File: config.mk
export PLATFORM = sky130hd
export DESIGN_NAME = lvc161_modn_ctrl_flat
export DESIGN_NICKNAME = d
export VERILOG_FILES = /design/src/rtl/lvc161_pkg.sv /design/src/rtl/lvc161_modn_ctrl_if.sv /design/src/rtl/lvc161_modn_ctrl.sv /design/src/flat_wrapper.sv
export SDC_FILE = /design/constraint.sdc
export NUM_CORES = 1
export LEC_CHECK = 0
export BUFFER_PORTS_ARGS = -buffer_cell sky130_fd_sc_hd__buf_4
export CAP_MARGIN = 20
export CORE_MARGIN = 4
export CORE_UTILIZATION = 35
export DETAILED_ROUTE_END_ITERATION = 10
export SYNTH_ARGS = -nofsm -noshare
export SYNTH_HDL_FRONTEND = slang
export SYNTH_SLANG_ARGS = --single-unit
File: constraint.sdc
create_clock -name CP -period 1.5 [get_ports CP]
set_input_delay 0.15 -clock CP [delete_from_list [all_inputs] [get_ports CP]]
set_output_delay 0.15 -clock CP [all_outputs]
set_load 0.02 [all_outputs]
File: src/rtl/lvc161_pkg.sv
`default_nettype none
// ============================================================================
// Package  : lvc161_pkg
// Purpose  : Shared state encoding and default sizing for the 74LVC161
//            modulo-N sequencer.
// Revision : 1.0  initial release
// ============================================================================
package lvc161_pkg;

   // Default cascade width in bits (two 4-bit counter stages).
   localparam int LVC_WIDTH_DEF = 8;

   // Smallest modulus the sequencer accepts by default.
   localparam int LVC_NMIN_DEF  = 2;

   // Bits per counter stage in the external cascade.
   localparam int LVC_STAGE_BITS = 4;

   // Sequencer state encoding.
   typedef enum logic [1:0] {
      ST_IDLE = 2'd0,
      ST_LOAD = 2'd1,
      ST_RUN  = 2'd2,
      ST_DONE = 2'd3
   } lvc_state_t;

endpackage : lvc161_pkg
`default_nettype wire

File: src/rtl/lvc161_modn_ctrl_if.sv
`default_nettype none
// ============================================================================
// Interface : lvc161_modn_ctrl_if
// Purpose   : Control-side and cascade-side signals of the modulo-N
//             sequencer, bundled for connection between the control FSMs,
//             the sequencer and the external counter chain.
// Revision  : 1.0  initial release
// ============================================================================
interface lvc161_modn_ctrl_if #(
   parameter int WIDTH = 8
);

   // Control requests towards the sequencer
   logic             start;
   logic             periodic;
   logic [WIDTH-1:0] n_val;
   logic             pause;
   logic             stop;

   // Terminal count returned from the last cascade stage
   logic             tc_in;

   // Cascade drive from the sequencer
   logic             PE;
   logic             CEP;
   logic             CET;
   logic [WIDTH-1:0] D;

   // Status back to the control FSMs
   logic             busy;
   logic             tick;
   logic             done;
   logic             err;

   // Sequencer side
   modport slave (
      input  start, periodic, n_val, pause, stop, tc_in,
      output PE, CEP, CET, D, busy, tick, done, err
   );

   // Requester / cascade side
   modport master (
      output start, periodic, n_val, pause, stop, tc_in,
      input  PE, CEP, CET, D, busy, tick, done, err
   );

endinterface : lvc161_modn_ctrl_if
`default_nettype wire

File: src/rtl/lvc161_modn_ctrl.sv
`default_nettype none
// ============================================================================
// Module   : lvc161_modn_ctrl
// Purpose  : Turns a free-running cascade of 74LVC161 counters into a
//            programmable modulo-N timer (one-shot or periodic). The
//            cascade is preset to 2^WIDTH - N so that its terminal count
//            fires after exactly N enabled clocks.
// Revision : 1.0  initial release
// ============================================================================
module lvc161_modn_ctrl
   import lvc161_pkg::*;
#(
   parameter int WIDTH = LVC_WIDTH_DEF,
   parameter int NMIN  = LVC_NMIN_DEF
) (
   input  wire logic          CP,
   input  wire logic          CR,
   lvc161_modn_ctrl_if.slave  bus
);

   localparam logic [WIDTH-1:0] c_NMIN = WIDTH'(NMIN);

   // Registered state and latched run parameters
   lvc_state_t        r_state;
   logic [WIDTH-1:0]  r_preset;
   logic              r_periodic;
   logic              r_tick;
   logic              r_done;
   logic              r_err;

   // Decoded next state and strobes
   lvc_state_t        w_next_state;
   logic [WIDTH-1:0]  w_preset;
   logic              w_wrap;
   logic              w_latch;
   logic              w_tick_set;
   logic              w_done_set;
   logic              w_err_set;
   logic              w_pe;
   logic              w_cep;
   logic              w_cet;
   logic [WIDTH-1:0]  w_d;

   // Two's complement of N: the cascade reaches all-ones after N-1 counts
   // and wraps on the Nth.
   assign w_preset = '0 - bus.n_val;

   // A terminal count only counts while the cascade is actually advancing.
   assign w_wrap   = bus.tc_in & ~bus.pause;

   // Next-state, cascade drive and pulse requests decoded from state
   always_comb begin
      w_next_state = r_state;
      w_latch      = 1'b0;
      w_tick_set   = 1'b0;
      w_done_set   = 1'b0;
      w_err_set    = 1'b0;
      w_pe         = 1'b1;
      w_cep        = 1'b0;
      w_cet        = 1'b0;
      w_d          = '0;

      case (r_state)
         ST_IDLE: begin
            // stop outranks a simultaneous start request
            if (!bus.stop && bus.start) begin
               if (bus.n_val < c_NMIN) begin
                  w_err_set = 1'b1;
               end else begin
                  w_latch      = 1'b1;
                  w_next_state = ST_LOAD;
               end
            end
         end

         ST_LOAD: begin
            // Counters stay disabled; the closing edge parallel-loads P.
            w_pe = 1'b0;
            w_d  = r_preset;
            if (bus.stop) begin
               w_next_state = ST_IDLE;
            end else begin
               w_next_state = ST_RUN;
            end
         end

         ST_RUN: begin
            w_cet = 1'b1;
            w_cep = ~bus.pause;
            w_d   = r_preset;
            if (bus.stop) begin
               w_next_state = ST_IDLE;
            end else if (w_wrap) begin
               w_tick_set = 1'b1;
               if (r_periodic) begin
                  // Reload on the very edge that would wrap, keeping the
                  // period at exactly N clocks.
                  w_pe = 1'b0;
               end else begin
                  w_next_state = ST_DONE;
               end
            end
         end

         ST_DONE: begin
            w_done_set   = 1'b1;
            w_next_state = ST_IDLE;
         end

         default: begin
            w_next_state = ST_IDLE;
         end
      endcase
   end

   // State register, latched run parameters and single-cycle status pulses
   always_ff @(posedge CP) begin
      if (CR) begin
         r_state    <= ST_IDLE;
         r_preset   <= '0;
         r_periodic <= 1'b0;
         r_tick     <= 1'b0;
         r_done     <= 1'b0;
         r_err      <= 1'b0;
      end else begin
         r_state <= w_next_state;
         r_tick  <= w_tick_set;
         r_done  <= w_done_set;
         r_err   <= w_err_set;
         if (w_latch) begin
            r_preset   <= w_preset;
            r_periodic <= bus.periodic;
         end
      end
   end

   assign bus.PE   = w_pe;
   assign bus.CEP  = w_cep;
   assign bus.CET  = w_cet;
   assign bus.D    = w_d;
   assign bus.busy = (r_state != ST_IDLE);
   assign bus.tick = r_tick;
   assign bus.done = r_done;
   assign bus.err  = r_err;

endmodule : lvc161_modn_ctrl
`default_nettype wire

File: src/flat_wrapper.sv
// flat-port wrapper written by rule: the top's interface ports become plain ports
module lvc161_modn_ctrl_flat import lvc161_pkg::*;
#(
   parameter int WIDTH = LVC_WIDTH_DEF,
   parameter int NMIN  = LVC_NMIN_DEF
)
  (CP, CR, bus_start, bus_periodic, bus_n_val, bus_pause, bus_stop, bus_tc_in, bus_PE, bus_CEP, bus_CET, bus_D, bus_busy, bus_tick, bus_done, bus_err);
  lvc161_modn_ctrl_if #(.WIDTH(WIDTH)) bus_i ();
  input  wire logic CP;
  input  wire logic CR;
  input wire logic [$bits(bus_i.start)-1:0] bus_start;
  input wire logic [$bits(bus_i.periodic)-1:0] bus_periodic;
  input wire logic [$bits(bus_i.n_val)-1:0] bus_n_val;
  input wire logic [$bits(bus_i.pause)-1:0] bus_pause;
  input wire logic [$bits(bus_i.stop)-1:0] bus_stop;
  input wire logic [$bits(bus_i.tc_in)-1:0] bus_tc_in;
  output wire logic [$bits(bus_i.PE)-1:0] bus_PE;
  output wire logic [$bits(bus_i.CEP)-1:0] bus_CEP;
  output wire logic [$bits(bus_i.CET)-1:0] bus_CET;
  output wire logic [$bits(bus_i.D)-1:0] bus_D;
  output wire logic [$bits(bus_i.busy)-1:0] bus_busy;
  output wire logic [$bits(bus_i.tick)-1:0] bus_tick;
  output wire logic [$bits(bus_i.done)-1:0] bus_done;
  output wire logic [$bits(bus_i.err)-1:0] bus_err;
  assign bus_i.start = bus_start;
  assign bus_i.periodic = bus_periodic;
  assign bus_i.n_val = bus_n_val;
  assign bus_i.pause = bus_pause;
  assign bus_i.stop = bus_stop;
  assign bus_i.tc_in = bus_tc_in;
  assign bus_PE = bus_i.PE;
  assign bus_CEP = bus_i.CEP;
  assign bus_CET = bus_i.CET;
  assign bus_D = bus_i.D;
  assign bus_busy = bus_i.busy;
  assign bus_tick = bus_i.tick;
  assign bus_done = bus_i.done;
  assign bus_err = bus_i.err;
  lvc161_modn_ctrl #(.WIDTH(WIDTH), .NMIN(NMIN)) u_core (.CP(CP), .CR(CR), .bus(bus_i));
endmodule
==> impl_metrics.toml <==
[global_routing]
grt_pass1_vias = 726
grt_pass1_wl_um = 3130
grt_max_degree = 17
antenna_found_initial = 0
grt_usage = 0.122
grt.overflow.total = 0

[sta]
final.setup.worst_slack_ps = 83.5
clock_skew_ps = 1.77
fmax_mhz = 706
whs_ps = 54.7
final_hold_viol_count = 0
post-route-period-util = 0.944
relSlewSlack = 0.751
finalSetupViolCount = 0
min_period_ps = 1420
tightest_slew_ps = 371
slew_violations = 0

[critical_path]
cp.arrival_ps = 1580
endpoint_kind = "flip-flop"
cp_max_fo = 4
crit_required_ps = 1670
crit_path_start_kind = "flip-flop"
setup.worst_path.class = "reg2reg"

[place]
dp_hpwl_um = 1510
pre_cts_slack_ps = 4.63
place_inst = 151
portBuffers = 29
placed_area_um2 = 1140
place_congestion = 0.769

[cells_and_area]
diodes = 0
post_route_cells_drive_above_1_share = 0.409
final_cells = 155
area_growth_pct = 44.5
nFillCells = 225
seq_area_um2 = 283
multi_input_area_um2 = 578
layout_common_cells = "buf_4 (35), dfxtp_1 (12), and2_1 (8)"
final_nets = 150
final_common_cell = "buf_4"
stdcell_area_um2 = 1210

[clock_network]
ctsHoldBuffers = 0
h-tree-depth = 1
clkSlewWorstSetupHoldPaths_ps = 80
cts_max_path_buffers = 2
numCtsBuffers = 3
clk_latency_ps = 270
clock-sinks = 14
root_buffer = "clkbuf_4"
cts_tree = "built"

[floorplanning]
die_w_um = 57.0
die_y_um = 57.0
core-area_um2 = 2250
ios = 30
die_area_um2 = 3250
row_count = 17
initial_core_util = 0.373

[synth]
synth_area_leader_cell = "dfxtp_1"
synthArstFlopShare = 0
seq_area_frac_synth = 0.333
synth_area_per_cell_um2 = 9.45
synth_area_um2 = 841
syn_nets = 110
synth_top_area_frac = 0.333
ys.flop_type = "dfxtp_1"
ys_types = 31
ys_ff_latch = 14
ys_warn_count = 0
synth_edf_count = 0
syn_inst = 89
synth.top_cells.by_area = "dfxtp_1 (33%), ha_1 (8.9%), mux2i_1 (8.3%)"

[power_and_ir_drop]
p_leak_uw = 0.000538
ir_worst_vdd_v = 0.000510
power_density_nw_per_um2 = 729

[detailed_routing]
wl_per_cell_um = 12.1
routed_via_density = 4.68
drc = 0
postRouteWirelength_um = 1880
drt_iter0_drc = 3
ant_nets = 0
vias = 726
dr.pass1.iters = 3

[min_path]
hold_class = "in2reg"

[status]
status = "complete, no violations"

[run]
maxCapViolCount = 0
[routing by layer]
layer / routed length, um / GRT usage
met1: 858 / 0.148
met2: 920 / 0.209
met3: 84 / 0.0475
met4: 12 / 0.0199
met5: 0 / 0
[layout make-up]
| type | count | area share |
|---|---|---|
| multi-input cells | 68 | 0.476 |
| flip-flops and latches | 14 | 0.233 |
| repair buffers | 36 | 0.226 |
| well taps | 28 | 0.0288 |
| clock buffers | 3 | 0.0185 |
| inverters | 6 | 0.0185 |
[logic make-up (layout without fill, tap and decap cells)]
group                    count (synthesis)  in the layout  synth area share
AO/OA/AOI/OAI                            8              8            0.0818
buffers and inverters                    7             45            0.0312
multiplexers                             7              7            0.0833
XOR/XNOR                                 6              6            0.0625
flip-flops                              14             14             0.333
adder cells (fa/ha/maj)                  6              6            0.0893
AND/OR/NAND/NOR                         41             41             0.318
[timing repair]
action | CTS | global route
endpoints found under the hold margin | 0 | 0
setup endpoints to repair | 10 | 16
buffers inserted | 0 | 1
gates cloned | 0 | 0
resized for setup | 5 | 6
[worst max-delay path, cell delays in order (launching register included)]
cell,delay (ps)
dfxtp_2,330
inv_2,100
ha_4,160
nand3b_1,140
a21oi_4,160
buf_4,160
mux2i_1,200
nor2_1,60
[stage by stage]
stage / total power [uW] / TNS (ps) / utilization
after floorplan: 548 / 0 / -
after CTS: 892 / 0 / 0.524
final: 886 / 0 / 0.539
after global routing: 954 / -17.7 / 0.539
after detailed placement: 667 / 0 / 0.504
after global placement: 663 / 0 / 0.504
[report_power, final]
part           internal, uW  total (uW)  switching (uW)
clock                  93.0         204             111
combinational           142         281             139
sequential              392         401            9.30
[worst paths after layout]
kind                           start            endpoint  slack, ps  depth (start not counted)
setup / recovery   u_core.r_state[0]  u_core.r_preset[0]         80                          7
hold / removal             bus_pause     u_core.bus.tick         50                          2
setup reg to reg   u_core.r_state[0]  u_core.r_preset[0]         80                          7
hold reg to reg   u_core.r_preset[2]  u_core.r_preset[2]        490                          2
[flip-flops by register name, indices dropped and copies added, names as in the netlist]
register / count
u_core.r_preset: 8
u_core.bus.err: 1
u_core.bus.done: 1
u_core.r_periodic: 1
u_core.bus.tick: 1
u_core.r_state: 2
[synth_stat cells (2+ instances only)]
library cell	n
a21o_1	3
and2_1	8
dfxtp_1	14
ha_1	6
inv_1	6
mux2i_1	7
nand2_1	2
nand2b_1	2
nor2_1	7
nor2b_1	3
nor3_1	4
nor3b_1	4
xnor2_1	3
xor2_1	3
(Power assumes the default switching activity.)
